[src/rtl/icmp_sched_pkg.sv]
// Shared definitions for the ICMP receive scheduler.
//   state_t        : classification state machine encoding
//   drop_reason_t  : why a packet was refused at its first byte
//   IP_PROTO_ICMP  : IP protocol number of ICMP
//   sat_inc        : increment that sticks at the all-ones value of a given width
package icmp_sched_pkg;

  localparam logic [7:0] IP_PROTO_ICMP = 8'h01;

  typedef enum logic [1:0] {
    ST_IDLE,
    ST_PASS,
    ST_SKIP
  } state_t;

  typedef enum logic [1:0] {
    DROP_NONE,
    DROP_POLICY,
    DROP_BUSY,
    DROP_RATE
  } drop_reason_t;

  // Works on a 32-bit container; width selects where the value saturates.
  function automatic logic [31:0] sat_inc(input logic [31:0] value, input int width);
    logic [31:0] limit;
    limit = (width >= 32) ? '1 : ((32'd1 << width) - 32'd1);
    return (value >= limit) ? value : value + 32'd1;
  endfunction

endpackage

[src/rtl/icmp_rx_scheduler_if.sv]
// Byte stream between the IP receive parser, the scheduler and the ICMP responder.
//   ip_rx_enable / ip_rx_data     : payload bytes from the IP parser
//   ip_protocol / ip_broadcast    : header fields, stable for the whole packet
//   icmp_rx_enable / icmp_rx_data : gated, registered stream to the responder
// master = parser/responder side, slave = scheduler.
interface icmp_rx_scheduler_if;
  logic       ip_rx_enable;
  logic [7:0] ip_rx_data;
  logic [7:0] ip_protocol;
  logic       ip_broadcast;
  logic       icmp_rx_enable;
  logic [7:0] icmp_rx_data;

  modport master (
    output ip_rx_enable, ip_rx_data, ip_protocol, ip_broadcast,
    input  icmp_rx_enable, icmp_rx_data
  );

  modport slave (
    input  ip_rx_enable, ip_rx_data, ip_protocol, ip_broadcast,
    output icmp_rx_enable, icmp_rx_data
  );
endinterface

[src/rtl/icmp_token_bucket.sv]
// Rate limiter for accepted ICMP packets.
//   rx_clock, reset : clock and synchronous active-high reset
//   consume         : one token is taken this cycle (only asserted when nonzero)
//   tokens          : current token count, BUCKET_MAX after reset
//   nonzero         : at least one token is available
// One token is added every REFILL_DIV cycles, saturating at BUCKET_MAX.
module icmp_token_bucket #(
  parameter int BUCKET_MAX = 4,
  parameter int REFILL_DIV = 125000,
  parameter int TOK_W      = 3
) (
  input  logic             rx_clock,
  input  logic             reset,
  input  logic             consume,
  output logic [TOK_W-1:0] tokens,
  output logic             nonzero
);

  localparam int DIV_W = $clog2(REFILL_DIV);

  logic [DIV_W-1:0] div_count;
  logic             tick;

  assign tick    = (div_count == DIV_W'(REFILL_DIV - 1));
  assign nonzero = (tokens != '0);

  // Free-running refill divider; the terminal count is the refill tick.
  always_ff @(posedge rx_clock) begin
    if (reset)
      div_count <= '0;
    else if (tick)
      div_count <= '0;
    else
      div_count <= div_count + DIV_W'(1);
  end

  // A tick and a consume in the same cycle cancel out.
  always_ff @(posedge rx_clock) begin
    if (reset) begin
      tokens <= TOK_W'(BUCKET_MAX);
    end else if (tick && !consume) begin
      if (tokens != TOK_W'(BUCKET_MAX))
        tokens <= tokens + TOK_W'(1);
    end else if (consume && !tick) begin
      tokens <= tokens - TOK_W'(1);
    end
  end

endmodule

[src/rtl/icmp_rx_scheduler.sv]
// Per-datagram gate in front of the ICMP echo responder.
//   rx_clock, reset   : clock and synchronous active-high reset
//   rx                : IP byte stream in, gated ICMP byte stream out
//   cfg_icmp_en       : 0 drops all ICMP
//   cfg_bcast_en      : 0 drops broadcast ICMP
//   resp_busy         : responder not idle, sampled at packet start only
//   dst_unreach       : destination-unreachable pulse from the responder
//   clear_counters    : zeroes all statistics counters
//   tokens            : rate-limit tokens available
//   *_count           : saturating statistics
// A packet is forwarded whole or not at all; the decision is taken on its
// first byte and the stream is delayed by one register stage.
import icmp_sched_pkg::*;

module icmp_rx_scheduler #(
  parameter int BUCKET_MAX = 4,
  parameter int REFILL_DIV = 125000,
  parameter int CNT_W      = 16
) (
  input  logic                  rx_clock,
  input  logic                  reset,
  icmp_rx_scheduler_if.slave    rx,
  input  logic                  cfg_icmp_en,
  input  logic                  cfg_bcast_en,
  input  logic                  resp_busy,
  input  logic                  dst_unreach,
  input  logic                  clear_counters,
  output logic [2:0]            tokens,
  output logic [CNT_W-1:0]      pass_count,
  output logic [CNT_W-1:0]      drop_policy_count,
  output logic [CNT_W-1:0]      drop_busy_count,
  output logic [CNT_W-1:0]      drop_rate_count,
  output logic [CNT_W-1:0]      unreach_count
);

  state_t       state;
  state_t       state_next;
  drop_reason_t reason;
  logic         token_avail;
  logic         is_icmp;
  logic         pkt_start;
  logic         accept;
  logic         forward;

  icmp_token_bucket #(
    .BUCKET_MAX (BUCKET_MAX),
    .REFILL_DIV (REFILL_DIV),
    .TOK_W      (3)
  ) u_bucket (
    .rx_clock (rx_clock),
    .reset    (reset),
    .consume  (accept),
    .tokens   (tokens),
    .nonzero  (token_avail)
  );

  // Classification and next state. Checks are in priority order; a
  // non-ICMP packet is skipped silently without touching any counter.
  always_comb begin
    state_next = state;
    reason     = DROP_NONE;
    is_icmp    = (rx.ip_protocol == IP_PROTO_ICMP);
    pkt_start  = (state == ST_IDLE) && rx.ip_rx_enable;

    if (!cfg_icmp_en || (rx.ip_broadcast && !cfg_bcast_en))
      reason = DROP_POLICY;
    else if (resp_busy)
      reason = DROP_BUSY;
    else if (!token_avail)
      reason = DROP_RATE;

    accept  = pkt_start && is_icmp && (reason == DROP_NONE);
    forward = rx.ip_rx_enable && ((state == ST_PASS) || accept);

    case (state)
      ST_IDLE: if (rx.ip_rx_enable) state_next = accept ? ST_PASS : ST_SKIP;
      ST_PASS: if (!rx.ip_rx_enable) state_next = ST_IDLE;
      ST_SKIP: if (!rx.ip_rx_enable) state_next = ST_IDLE;
      default: state_next = ST_SKIP;
    endcase
  end

  // Reset lands in ST_SKIP so a packet interrupted by reset is discarded
  // to its end instead of being forwarded from the middle.
  always_ff @(posedge rx_clock) begin
    if (reset) begin
      state             <= ST_SKIP;
      rx.icmp_rx_enable <= 1'b0;
      rx.icmp_rx_data   <= '0;
    end else begin
      state             <= state_next;
      rx.icmp_rx_enable <= forward;
      rx.icmp_rx_data   <= rx.ip_rx_data;
    end
  end

  // Statistics; clear takes precedence over any increment in the same cycle.
  always_ff @(posedge rx_clock) begin
    if (reset || clear_counters) begin
      pass_count        <= '0;
      drop_policy_count <= '0;
      drop_busy_count   <= '0;
      drop_rate_count   <= '0;
      unreach_count     <= '0;
    end else begin
      if (accept)
        pass_count <= CNT_W'(sat_inc(32'(pass_count), CNT_W));
      if (pkt_start && is_icmp && (reason == DROP_POLICY))
        drop_policy_count <= CNT_W'(sat_inc(32'(drop_policy_count), CNT_W));
      if (pkt_start && is_icmp && (reason == DROP_BUSY))
        drop_busy_count <= CNT_W'(sat_inc(32'(drop_busy_count), CNT_W));
      if (pkt_start && is_icmp && (reason == DROP_RATE))
        drop_rate_count <= CNT_W'(sat_inc(32'(drop_rate_count), CNT_W));
      if (dst_unreach)
        unreach_count <= CNT_W'(sat_inc(32'(unreach_count), CNT_W));
    end
  end

endmodule

[src/flat_wrapper.sv]
// flat-port wrapper written by rule: the top's interface ports become plain ports
module icmp_rx_scheduler_flat 
#(
  parameter int BUCKET_MAX = 4,
  parameter int REFILL_DIV = 125000,
  parameter int CNT_W      = 16
)
  (rx_clock, reset, cfg_icmp_en, cfg_bcast_en, resp_busy, dst_unreach, clear_counters, tokens, pass_count, drop_policy_count, drop_busy_count, drop_rate_count, unreach_count, rx_ip_rx_enable, rx_ip_rx_data, rx_ip_protocol, rx_ip_broadcast, rx_icmp_rx_enable, rx_icmp_rx_data);
  icmp_rx_scheduler_if rx_i ();
  input  logic rx_clock;
  input  logic reset;
  input  logic cfg_icmp_en;
  input  logic cfg_bcast_en;
  input  logic resp_busy;
  input  logic dst_unreach;
  input  logic clear_counters;
  output logic [2:0] tokens;
  output logic [CNT_W-1:0] pass_count;
  output logic [CNT_W-1:0] drop_policy_count;
  output logic [CNT_W-1:0] drop_busy_count;
  output logic [CNT_W-1:0] drop_rate_count;
  output logic [CNT_W-1:0] unreach_count;
  input wire logic [$bits(rx_i.ip_rx_enable)-1:0] rx_ip_rx_enable;
  input wire logic [$bits(rx_i.ip_rx_data)-1:0] rx_ip_rx_data;
  input wire logic [$bits(rx_i.ip_protocol)-1:0] rx_ip_protocol;
  input wire logic [$bits(rx_i.ip_broadcast)-1:0] rx_ip_broadcast;
  output wire logic [$bits(rx_i.icmp_rx_enable)-1:0] rx_icmp_rx_enable;
  output wire logic [$bits(rx_i.icmp_rx_data)-1:0] rx_icmp_rx_data;
  assign rx_i.ip_rx_enable = rx_ip_rx_enable;
  assign rx_i.ip_rx_data = rx_ip_rx_data;
  assign rx_i.ip_protocol = rx_ip_protocol;
  assign rx_i.ip_broadcast = rx_ip_broadcast;
  assign rx_icmp_rx_enable = rx_i.icmp_rx_enable;
  assign rx_icmp_rx_data = rx_i.icmp_rx_data;
  icmp_rx_scheduler #(.BUCKET_MAX(BUCKET_MAX), .REFILL_DIV(REFILL_DIV), .CNT_W(CNT_W)) u_core (.rx_clock(rx_clock), .reset(reset), .rx(rx_i), .cfg_icmp_en(cfg_icmp_en), .cfg_bcast_en(cfg_bcast_en), .resp_busy(resp_busy), .dst_unreach(dst_unreach), .clear_counters(clear_counters), .tokens(tokens), .pass_count(pass_count), .drop_policy_count(drop_policy_count), .drop_busy_count(drop_busy_count), .drop_rate_count(drop_rate_count), .unreach_count(unreach_count));
endmodule
[config.mk]
export PLATFORM = sky130hd
export DESIGN_NAME = icmp_rx_scheduler_flat
export DESIGN_NICKNAME = d
export VERILOG_FILES = /design/src/rtl/icmp_sched_pkg.sv /design/src/rtl/icmp_rx_scheduler_if.sv /design/src/rtl/icmp_token_bucket.sv /design/src/rtl/icmp_rx_scheduler.sv /design/src/flat_wrapper.sv
export SDC_FILE = /design/constraint.sdc
export NUM_CORES = 1
export LEC_CHECK = 0
export ABC_AREA = 1
export CORE_ASPECT_RATIO = 0.7
export CORE_MARGIN = 2
export CORE_UTILIZATION = 45
export CTS_CLUSTER_SIZE = 25
export DETAILED_ROUTE_END_ITERATION = 8
export PLACE_DENSITY = 0.74
export SLEW_MARGIN = 0
export SYNTH_ARGS = -nofsm -noshare
export SYNTH_HDL_FRONTEND = slang
export SYNTH_SLANG_ARGS = --single-unit
[constraint.sdc]
create_clock -name rx_clock -period 1.8 [get_ports rx_clock]
set_input_delay 0.36 -clock rx_clock [delete_from_list [all_inputs] [get_ports rx_clock]]
set_output_delay 0.36 -clock rx_clock [all_outputs]
set_load 0.02 [all_outputs]
======== After elaboration in Yosys (flattened, before gate mapping) ========
Index checks and enable logic that the tools add are counted.
storage, ports and cells
  register bits after elaboration ......... 111
  input port bits ......................... 25
  output and inout bits ................... 92
operators by class
  add/subtract/negate cells ............... 8
  magnitude comparators ................... 5
  equality and inequality tests ........... 11
  multiplexer cells ....................... 10
  bitwise gates (word level) .............. 5
  reductions and logical operators ........ 30
operator list
  operator                                                                 number
  16-bit by 1-bit adder with 16-bit output, second input constant          5
  16-bit greater-or-equal comparator, second input constant                5
  17-bit by 1-bit adder with 17-bit output, second input constant          1
  17-bit == test, second input constant                                    1
  2-bit AND reduction                                                      7
  2-bit 2-to-1 mux                                                         6
  1-bit logical AND                                                        10
  3-bit 2-to-1 mux                                                         3
  8-bit by 1-bit == test with 1-bit output, second input constant          1
  2-bit == test, second input constant                                     3
  1-bit inverter                                                           5
  2-bit by 1-bit == test with 1-bit output, second input constant          2
  1-bit zero test                                                          4
  2-bit zero test                                                          2
  2-bit inequality test, second input constant                             2
  2-bit one-hot mux with 2 select lines                                    1
  2-bit OR reduction                                                       2
  3-bit by 1-bit adder with 3-bit output, second input constant            1
  1-bit logical OR                                                         3
  3-bit inequality test, second input constant                             1
  3-bit nonzero test                                                       1
  3-bit by 1-bit subtractor with 3-bit output, second input constant       1
  2-bit by 1-bit inequality test with 1-bit output, second input constant  1
  2-bit nonzero test                                                       1

======== Depth between registers and ports, before layout ========
Gate-level depths: netlist of run 1.
  depth after elaboration ................. 10
  mapped depth ............................ 11
  mapped depth without buffers ............ 11

======== Cells and area by module ========
A second synthesis of run 1 with hierarchy kept.
second synthesis, totals
  cells, all modules ...................... 1023
  area, all modules ....................... 6729.0 um2
modules (own cells, without submodules)
  module             times used  cells each  area each (um2)  seq. area each (um2)
  icmp_rx_scheduler  1           860         5604.1           1821.7
  icmp_token_bucket  1           163         1124.8           400.4

======== Worst setup path before layout of run 1 ========
No wires, ideal clock.
  kind .................................... reg-to-reg
  start point ............................. register u_core.u_bucket.div_count[0]
  end point ............................... register u_core.u_bucket.tokens[2]
  library setup time ...................... 0.123 ns
  arrival time ............................ 1.721 ns
  setup slack ............................. -0.045 ns
  stages on the path, launching flop included .. 11
  buffers on the path ..................... 0
  path through ............................ dfxtp_1 > ha_1 > nand2_1 > nor2_1 > nand2_1 > nor2_1 > nand2_1 > fa_1 > nand3b_1 > nand3_1 > nand3_1
between the ends
  longest elaborated chain between the ends .. 5
  elaborated cells on any way between the ends .. 8
  those cells by class .................... eq/ne: 2; mux: 1; reduce/logical: 5
ends and longest elaborated chain
  item                                  line                     source
  from (decl)                           icmp_token_bucket.sv:21  logic [DIV_W-1:0] div_count;
  from (signal assigned)                icmp_token_bucket.sv:34  div_count <= div_count + DIV_W'(1);
  17-bit == test (*)                    icmp_token_bucket.sv:24  assign tick = (div_count == DIV_W'(REFILL_DIV - 1));
  1-bit zero test                       icmp_token_bucket.sv:44  end else if (consume && !tick) begin
  1-bit logical AND                     icmp_token_bucket.sv:44
  2-bit nonzero test (no source line)   --
  2-bit AND reduction (no source line)  --
  to (signal assigned)                  icmp_token_bucket.sv:40  tokens <= TOK_W'(BUCKET_MAX);
  to (signal assigned)                  icmp_token_bucket.sv:43  tokens <= tokens + TOK_W'(1);
  to (signal assigned)                  icmp_token_bucket.sv:45  tokens <= tokens - TOK_W'(1);
  to (decl)                             icmp_token_bucket.sv:15  output logic [TOK_W-1:0] tokens,
Every way passes the cells marked *; elsewhere a longest branch is shown, timed or not.
A chain may end at the register's enable or synchronous reset.

======== Worst setup path after layout of run 1 ========
  start point ............................. register u_core.drop_policy_count[12]
  end point ............................... output port drop_policy_count[12]
RTL lines
  item                    line                      source
  from (decl)             icmp_rx_scheduler.sv:30   output logic [CNT_W-1:0] drop_policy_count,
  from (signal assigned)  icmp_rx_scheduler.sv:109  drop_policy_count <= CNT_W'(sat_inc(32'(drop_policy_count), CNT_W));
  to (decl)               flat_wrapper.sv:19        output logic [CNT_W-1:0] drop_policy_count;
No word-level cell between the ends.

==> insert_results.sql, run 1 <==
INSERT INTO impl_metrics (metric_group, metric, value, unit) VALUES
('worst_hold_path', 'hold_class', 'in -> reg', ''),
('setup_path', 'worst-endpoint-arrival', '1400', 'ps'),
('die', 'io_pins', '117', ''),
('sta', 'final.setup_skew', '7.145', 'ps'),
('yosys', 'synth-seq-cells', '111', ''),
('finish', 'flow.area_growth_from_synthesis', '37.35', '%'),
('global_routing', 'globalRouteMet2Util', '32.82', '%'),
('clocking', 'numCtsBuffers', '9', ''),
('sta', 'max_slew.worst_pin.slew', '495.2', 'ps'),
('outcome', 'outcome', 'finished clean', ''),
('finish', 'post_route_cells_drive_above_1_share', '12.31', '%'),
('global_routing', 'grt_peak_use_layer', 'met2', ''),
('yosys', 'synthTopCellsByArea', 'sky130_fd_sc_hd__dfxtp_1, sky130_fd_sc_hd__nand2_1, sky130_fd_sc_hd__a21oi_1, sky130_fd_sc_hd__nor2_1, sky130_fd_sc_hd__inv_1', ''),
('setup_path', 'path_max_fanout', '5', ''),
('route', 'avgRoutedWirePerCell', '12.49', 'µm'),
('yosys', 'syn-instance-count', '930', ''),
('sta', 'timing.final.hold_violations', '0', ''),
('power', 'static-leakage-power', '3.843', 'nW'),
('power', 'finalPower', '5.033', 'mW'),
('setup_path', 'worst_path_max_delay_cell', 'sky130_fd_sc_hd__clkdlybuf4s50_1', ''),
('setup_path', 'maximum_cell_stage_delay_along_the_critical_path', '630', 'ps'),
('global_routing', 'grt_first_pass_wirelength', '26230', 'µm'),
('route', 'drt-vias-per-instance', '4.871', ''),
('finish', 'stdcell_count', '1299', ''),
('sta', 'finalSetupViolCount', '0', ''),
('sta', 'finalWorstPathRequiredPeriod', '1757', 'ps'),
('clocking', 'clock_sink_count', '111', ''),
('yosys', 'synth_async_sr_flop_share', '0', '%'),
('global_routing', 'gr-usage-met3', '5.155', '%'),
('clocking', 'cts_tree', 'built', ''),
('route', 'drcViolationCount', '0', ''),
('yosys', 'synth_most_common_cell', 'sky130_fd_sc_hd__nand2_1', ''),
('placed_design', 'dp.final_hpwl', '11990', 'µm'),
('route', 'dr_total_vias', '6328', ''),
('die', 'placementRows', '35', ''),
('die', 'die_w', '143.9', 'µm'),
('setup_path', 'worst_setup_path_end_kind', 'output port', ''),
('clocking', 'cts_htree_levels', '3', ''),
('global_routing', 'grt.met1_usage', '32.25', '%'),
('route', 'drt_pre_antenna_iters', '6', ''),
('global_routing', 'track_usage', '22.10', '%'),
('power', 'p_per_area', '594.4', 'mW/mm²'),
('sta', 'slew_headroom', '66.73', '%'),
('route', 'detail_route.iter0.violations', '293', ''),
('global_routing', 'globalRouteOverflowTotal', '0', ''),
('global_routing', 'grt_antenna_before_repair', '0', ''),
('yosys', 'synth.lib_cells_used.distinct', '35', ''),
('yosys', 'avgSynthCellArea', '6.629', 'µm²'),
('route', 'totalWireLength', '16220', 'µm'),
('yosys', 'synth_seq_area_share', '36.05', '%'),
('placed_design', 'port-buffer-count', '116', ''),
('setup_path', 'crit_family', 'buffers and inverters', ''),
('clocking', 'clock_tree.root_cell', 'sky130_fd_sc_hd__clkbuf_16', ''),
('yosys', 'yosysTopAreaCell', 'sky130_fd_sc_hd__dfxtp_1', ''),
('global_routing', 'first_global_vias', '5582', ''),
('finish', 'final_nets', '1144', ''),
('placed_design', 'weighted_congestion_reported_at_the_end_of_routability_driven_placement', '0.9166', ''),
('sta', 'peak_clock_frequency_supported_by_timing', '569.1', 'MHz'),
('yosys', 'synth_area', '0.006165', 'mm²'),
('flow_run', 'cap_violations', '0', ''),
('die', 'die-height', '101.9', 'µm'),
('power', 'ir_drop', '0.4237', 'mV'),
('setup_path', 'cp.required', '1440', 'ps'),
('placed_design', 'dp_cells', '1280', ''),
('setup_path', 'crit_path_start_kind', 'flop', ''),
('sta', 'grt_setup_unrepaired', 'true', ''),
('setup_path', 'critical_path.cell_chain', 'clkdlybuf4s50_1', ''),
('global_routing', 'largest_net_degree_at_the_start_of_global_routing', '45', ''),
('clocking', 'clock_path_buffers', '2', ''),
('die', 'core_footprint', '0.01327', 'mm²'),
('route', 'ant_nets', '0', '');
[worst min-delay path, cell delays in order]
cell	delay [ps]
sky130_fd_sc_hd__dlymetal6s2s_1	160
sky130_fd_sc_hd__o21ai_0	120
sky130_fd_sc_hd__nor2_1	50
[routing by layer]
metal | share of wire, % | up-vias
li1 | - | 3319
met2 | 42 | 184
met3 | 6.9 | 25
met1 | 50 | 2800
met5 | 0 | -
met4 | 1.9 | 0
[layout make-up]
| cell class | instances | area share, % |
|---|---|---|
| Multi-Input combinational cell | 693 | 41.27 |
| Inverter | 106 | 4.847 |
| Clock buffer | 11 | 2.867 |
| Tap cell | 185 | 2.734 |
| Clock inverter | 3 | 0.8128 |
| Sequential cell | 111 | 26.29 |
| Timing Repair inverter | 2 | 0.1182 |
| Antenna cell | 1 | 0.02956 |
| Timing Repair Buffer | 187 | 21.03 |
[cells by family after synthesis]
family / count (synthesis) / share of synthesized area [%]
compound gates: 106 / 8.971
buf+inv: 126 / 8.707
xor+xnor: 57 / 8.098
flops: 111 / 36.05
fa+ha+maj: 9 / 1.949
simple gates: 521 / 36.23
[flip-flops by register name (all words and copies together), names as in the netlist]
signal                     count
u_core.drop_rate_count        16
u_core.pass_count             16
u_core.rx.icmp_rx_enable       1
u_core.drop_policy_count      16
u_core.state                   2
u_core.drop_busy_count        16
u_core.unreach_count          16
u_core.u_bucket.tokens         3
u_core.rx.icmp_rx_data         8
u_core.u_bucket.div_count     17
[report_power, final]
group | internal, mW | total, mW | switching [mW]
logic | 0.183 | 0.385 | 0.202
registers | 2.49 | 2.51 | 0.0174
clock network | 1.25 | 2.14 | 0.892
total | 3.92 | 5.03 | 1.11
[per-stage QoR]
step / setup TNS, ps / util, % / worst slack, ps / hold WS (ps) / cell area (µm²)
after floorplan: 0 / - / 6.906 / 429.4 / 6167
after global placement: -15240 / 60.13 / -306.8 / 478.6 / 7979
after detailed placement: -17310 / 60.13 / -351.4 / 481.3 / 7979
after CTS: 0 / 62.23 / 0.09481 / 494.3 / 8257
after global routing: -88.65 / 63.79 / -69.07 / 400.7 / 8464
final: 0 / 63.81 / 42.98 / 378.4 / 8467
[final timing paths]
path                                             start                                       end  slack, ps  depth (start not counted)
max reg2reg    u_core.u_bucket.div_count[1]$_SDFF_PP0_    u_core.u_bucket.tokens[2]$_SDFFE_PP1P_         70                         10
min                                    rx_ip_rx_enable       u_core.rx.icmp_rx_enable$_SDFF_PP0_        380                          3
min reg2reg   u_core.u_bucket.div_count[15]$_SDFF_PP0_  u_core.u_bucket.div_count[15]$_SDFF_PP0_        500                          2
max          u_core.drop_policy_count[12]$_SDFFE_PP0P_                     drop_policy_count[12]         40                          1
[cell usage in the layout (no fill, tap or decap), drive strengths merged, types with 2 or more instances in the layout]
master,instances
buf,71
nand4,26
clkdlybuf4s50,50
clkinv,5
clkbuf,11
dlygate4sd2,33
a21oi,83
inv,104
xnor2,23
and2,2
bufinv,2
nand3,59
dfxtp,111
nor2,116
dlymetal6s2s,33
o21ai,20
nand3b,3
nor3,25
xor2,34
nand2,285
or2,4
ha,8
[what timing repair did]
| item | CTS | global route |
|---|---|---|
| gates cloned | 0 | 2 |
| buffers inserted | 0 | 2 |
| gates resized for setup | 34 | 66 |
| setup endpoints to repair | 35 | 93 |
| pin swaps | 1 | 18 |
Power figures use the tool's default switching activity.
==> run 2: changes to the inputs <==
Settings changed: PLACE_DENSITY 0.74 to default, PLACE_DENSITY_LB_ADDON from default to 0.08.
==> run 2 against run 1 <==
Net effect: cell area rose by 1.1%; global-route usage fell by 0.21 points; sequential share of layout area fell by 0.28 points; worst setup slack got worse by 28 ps; critical endpoint is now u_core.u_bucket.tokens[1]$_SDFFE_PP0P_; clock power fell by 7%; critical path type is now in -> reg; register-to-register slack got worse by 20 ps; non-clock buffer count rose by 8; largest power group unchanged.
==> insert_results.sql, run 2 (synthesized netlist as in run 1, its figures left out) <==
INSERT INTO impl_metrics (metric_group, metric, value, unit) VALUES
('outcome', 'outcome', 'finished clean', ''),
('die', 'io_pins', '117', ''),
('power', 'power_frac_clock', '40.3', '%'),
('route', 'dr_total_vias', '6289', ''),
('sta', 'fin_crit_sh', '99.17', '%'),
('sta', 'slew_headroom', '68.09', '%'),
('setup_path', 'crit_path_start_kind', 'input pin', ''),
('sta', 'finalSetupViolCount', '0', ''),
('finish', 'post_route_cells_drive_above_1_share', '13.05', '%'),
('route', 'avgRoutedWirePerCell', '12.36', 'µm'),
('route', 'drt_pre_antenna_iters', '4', ''),
('finish', 'most-common-layout-cells', 'sky130_fd_sc_hd__nand2_1, sky130_fd_sc_hd__dfxtp_1, sky130_fd_sc_hd__nor2_1', ''),
('power', 'p_per_area', '574.5', 'mW/mm²'),
('clocking', 'cts.clk_slew.worst_paths', '70', 'ps'),
('setup_path', 'maximum_cell_stage_delay_along_the_critical_path', '470', 'ps'),
('worst_hold_path', 'hold_class', 'in -> reg', ''),
('die', 'core_footprint', '0.01327', 'mm²'),
('setup_path', 'worst_setup_path_end_kind', 'flop', ''),
('finish', 'layout.cells.most_common', 'sky130_fd_sc_hd__nand2_1', ''),
('clocking', 'clock_sink_count', '111', ''),
('power', 'netSwitchingFraction', '22.74', '%'),
('die', 'die_area', '0.01467', 'mm²'),
('setup_path', 'worst-endpoint-arrival', '2020', 'ps'),
('finish', 'flow.area_growth_from_synthesis', '38.85', '%'),
('setup_path', 'crit-reg2reg-launch', 'u_core.u_bucket.div_count[1]$_SDFF_PP0_', ''),
('worst_hold_path', 'whs_path_depth', '4', ''),
('worst_hold_path', 'timing.hold.worst.start', 'rx_ip_rx_enable', ''),
('sta', 'final.setup_skew', '11.17', 'ps'),
('die', 'placementRows', '35', ''),
('route', 'met2RoutedLength', '6700', 'µm'),
('global_routing', 'first_global_vias', '5416', ''),
('route', 'totalWireLength', '16120', 'µm'),
('finish', 'largest_register', 'u_core.u_bucket.div_count', ''),
('sta', 'grt_setup_unrepaired', 'true', ''),
('finish', 'final_util', '64.51', '%'),
('setup_path', 'critical_path.cell_chain', 'clkdlybuf4s50_1 > inv_1 > nor2_2 > nand3_2 > nor2_2 > nand2_1 > nand2_2 > fa_2 > a21oi_2 > nor2_1', ''),
('power', 'static-leakage-power', '4.024', 'nW'),
('clocking', 'cts_htree_levels', '3', ''),
('setup_path', 'crit_top_cell', 'sky130_fd_sc_hd__nor2_2', ''),
('finish', 'nFillCells', '1234', ''),
('die', 'start_util', '46.46', '%'),
('sta', 'peak_clock_frequency_supported_by_timing', '560.2', 'MHz'),
('flow_run', 'cap_violations', '0', ''),
('setup_path', 'timing.reg2reg.setup_slack', '50', 'ps'),
('route', 'ant_nets', '0', ''),
('route', 'drt-vias-per-instance', '4.823', ''),
('power', 'power.internal', '3.799', 'mW'),
('setup_path', 'path_max_fanout', '3', ''),
('clocking', 'clock_tree.root_cell', 'sky130_fd_sc_hd__clkbuf_16', ''),
('die', 'die-height', '101.9', 'µm'),
('finish', 'antenna_cells', '0', ''),
('global_routing', 'grt_antenna_before_repair', '0', ''),
('placed_design', 'weighted_congestion_reported_at_the_end_of_routability_driven_placement', '0.8516', ''),
('die', 'die_w', '143.9', 'µm'),
('route', 'drcViolationCount', '0', ''),
('placed_design', 'port-buffer-count', '116', ''),
('finish', 'final_nets', '1150', ''),
('global_routing', 'largest_net_degree_at_the_start_of_global_routing', '54', ''),
('power', 'combPwrFrac', '8.6', '%'),
('setup_path', 'crit_family', 'simple AND/OR/NAND/NOR gates', ''),
('global_routing', 'grt_first_pass_wirelength', '26070', 'µm'),
('setup_path', 'cp.required', '2040', 'ps'),
('clocking', 'numCtsBuffers', '9', ''),
('setup_path', 'r2r_cells', '10', ''),
('finish', 'largest_register_ffs', '17', ''),
('sta', 'pins_over_their_slew_limit', '0', ''),
('sta', 'max_slew.worst_pin.slew', '475.0', 'ps'),
('power', 'total_switching_power', '1.118', 'mW'),
('clocking', 'clock_path_buffers', '2', ''),
('power', 'ir_drop', '0.5170', 'mV'),
('route', 'routed.top_layer', 'met4', ''),
('clocking', 'worst_skew_pair_latency', '350', 'ps'),
('sta', 'finalWorstPathRequiredPeriod', '1785', 'ps'),
('sta', 'timing.final.hold_violations', '0', ''),
('clocking', 'cts_hold_buffers', '0', ''),
('route', 'met3_wire_length', '1012', 'µm'),
('setup_path', 'worstPathBufferInverterCount', '2', ''),
('power', 'sequentialPowerShare', '51.1', '%'),
('setup_path', 'worst_path_max_delay_cell', 'sky130_fd_sc_hd__clkdlybuf4s50_1', ''),
('clocking', 'cts_tree', 'built', ''),
('worst_hold_path', 'worst_case_hold_path_end_point', 'u_core.rx.icmp_rx_enable$_SDFF_PP0_', ''),
('sta', 'final.hold.worst_slack', '458.0', 'ps'),
('global_routing', 'track_usage', '21.89', '%'),
('setup_path', 'reg2reg_to', 'u_core.u_bucket.tokens[2]$_SDFFE_PP1P_', ''),
('global_routing', 'globalRouteOverflowTotal', '0', ''),
('route', 'drt-met1-wl', '8312', 'µm'),
('route', 'detail_route.iter0.violations', '418', ''),
('setup_path', 'critPathKind', 'in -> reg', ''),
('placed_design', 'dp.final_hpwl', '11710', 'µm');
run 2: cell count changes in the layout (fill, tap and decap cells not counted), sizes merged, moves of 2 or more:
cell          delta
clkinvlp         +2
dlymetal6s2s    +11
clkinv           -4
buf              +7
dlygate4sd2     -11
run 2: worst max-delay path by stage:
stage / start / end / slack (ps) / cells after the start
finish: rx_ip_protocol[0] / u_core.u_bucket.tokens[1]$_SDFFE_PP0P_ / 10 / 10
global route: u_core.u_bucket.tokens[0]$_SDFFE_PP0P_ / u_core.u_bucket.tokens[2]$_SDFFE_PP1P_ / -50 / 10
CTS: u_core.u_bucket.div_count[1]$_SDFF_PP0_ / u_core.u_bucket.tokens[2]$_SDFFE_PP1P_ / -30 / 10
detailed placement: rx_ip_rx_enable / u_core.u_bucket.tokens[1]$_SDFFE_PP0P_ / -300 / 10
global placement: rx_ip_rx_enable / u_core.u_bucket.tokens[1]$_SDFFE_PP0P_ / -280 / 10
floorplan: u_core.u_bucket.div_count[0]$_SDFF_PP0_ / u_core.u_bucket.tokens[2]$_SDFFE_PP1P_ / 7 / 10
run 2: worst register-to-register path, cell delays in order, from the launching register on:
cell and delay (ps):
sky130_fd_sc_hd__dfxtp_2 350, sky130_fd_sc_hd__ha_4 140, sky130_fd_sc_hd__nand2_2 50, sky130_fd_sc_hd__nor2_2 90, sky130_fd_sc_hd__nand2_2 80, sky130_fd_sc_hd__nor2_4 140, sky130_fd_sc_hd__nand2_2 70, sky130_fd_sc_hd__fa_2 350
sky130_fd_sc_hd__nand3b_1 180, sky130_fd_sc_hd__nand3_1 100, sky130_fd_sc_hd__nand3_1 80
run 2: layout make-up:
class	instances	area, µm²	share of cell area [%]
clock inverter	3	45.04	0.5262
sequential	111	2226	26.00
multi-input combinational	693	3510	41.00
clock buffer	11	242.7	2.836
inverter	106	407.9	4.765
tap	185	231.5	2.704
timing repair buffer	195	1897	22.16
run 2: through the flow:
| stage | cell area, µm² | std cells | setup WS (ps) | setup TNS (ps) | total power [mW] |
|---|---|---|---|---|---|
| floorplan | 6167 | 930 | 6.906 | 0 | 2.755 |
| global placement | 8016 | 1285 | -283.3 | -10870 | 2.940 |
| detailed placement | 8016 | 1285 | -302.5 | -11970 | 2.947 |
| CTS | 8285 | 1299 | -31.86 | -31.86 | 4.924 |
| global route | 8559 | 1304 | -45.27 | -119.8 | 5.113 |
| finish | 8559 | 1304 | 14.99 | 0 | 4.917 |
run 2: power groups by stage:
| stage | combinational [mW] | sequential [mW] | clock (mW) |
|---|---|---|---|
| final | 0.423 | 2.51 | 1.98 |
| after global routing | 0.474 | 2.52 | 2.12 |
| after detailed placement | 0.387 | 2.56 | 0 |
| after CTS | 0.390 | 2.50 | 2.03 |
| after global placement | 0.381 | 2.56 | 0 |
| after floorplan | 0.178 | 2.58 | 0 |
run 2: what timing repair did:
action,in CTS,in global routing
hold endpoints to repair,0,0
endpoints found under the setup margin,25,90
cloned,0,2
resized for setup,24,79
pin swaps,1,16
setup buffers,0,3
run 2: per-layer routing:
metal | up-vias | global-route usage (%)
met2 | 161 | 31.72
li1 | 3321 | -
met1 | 2799 | 32.99
met4 | 0 | 3.846
met5 | - | 0
met3 | 8 | 5.623
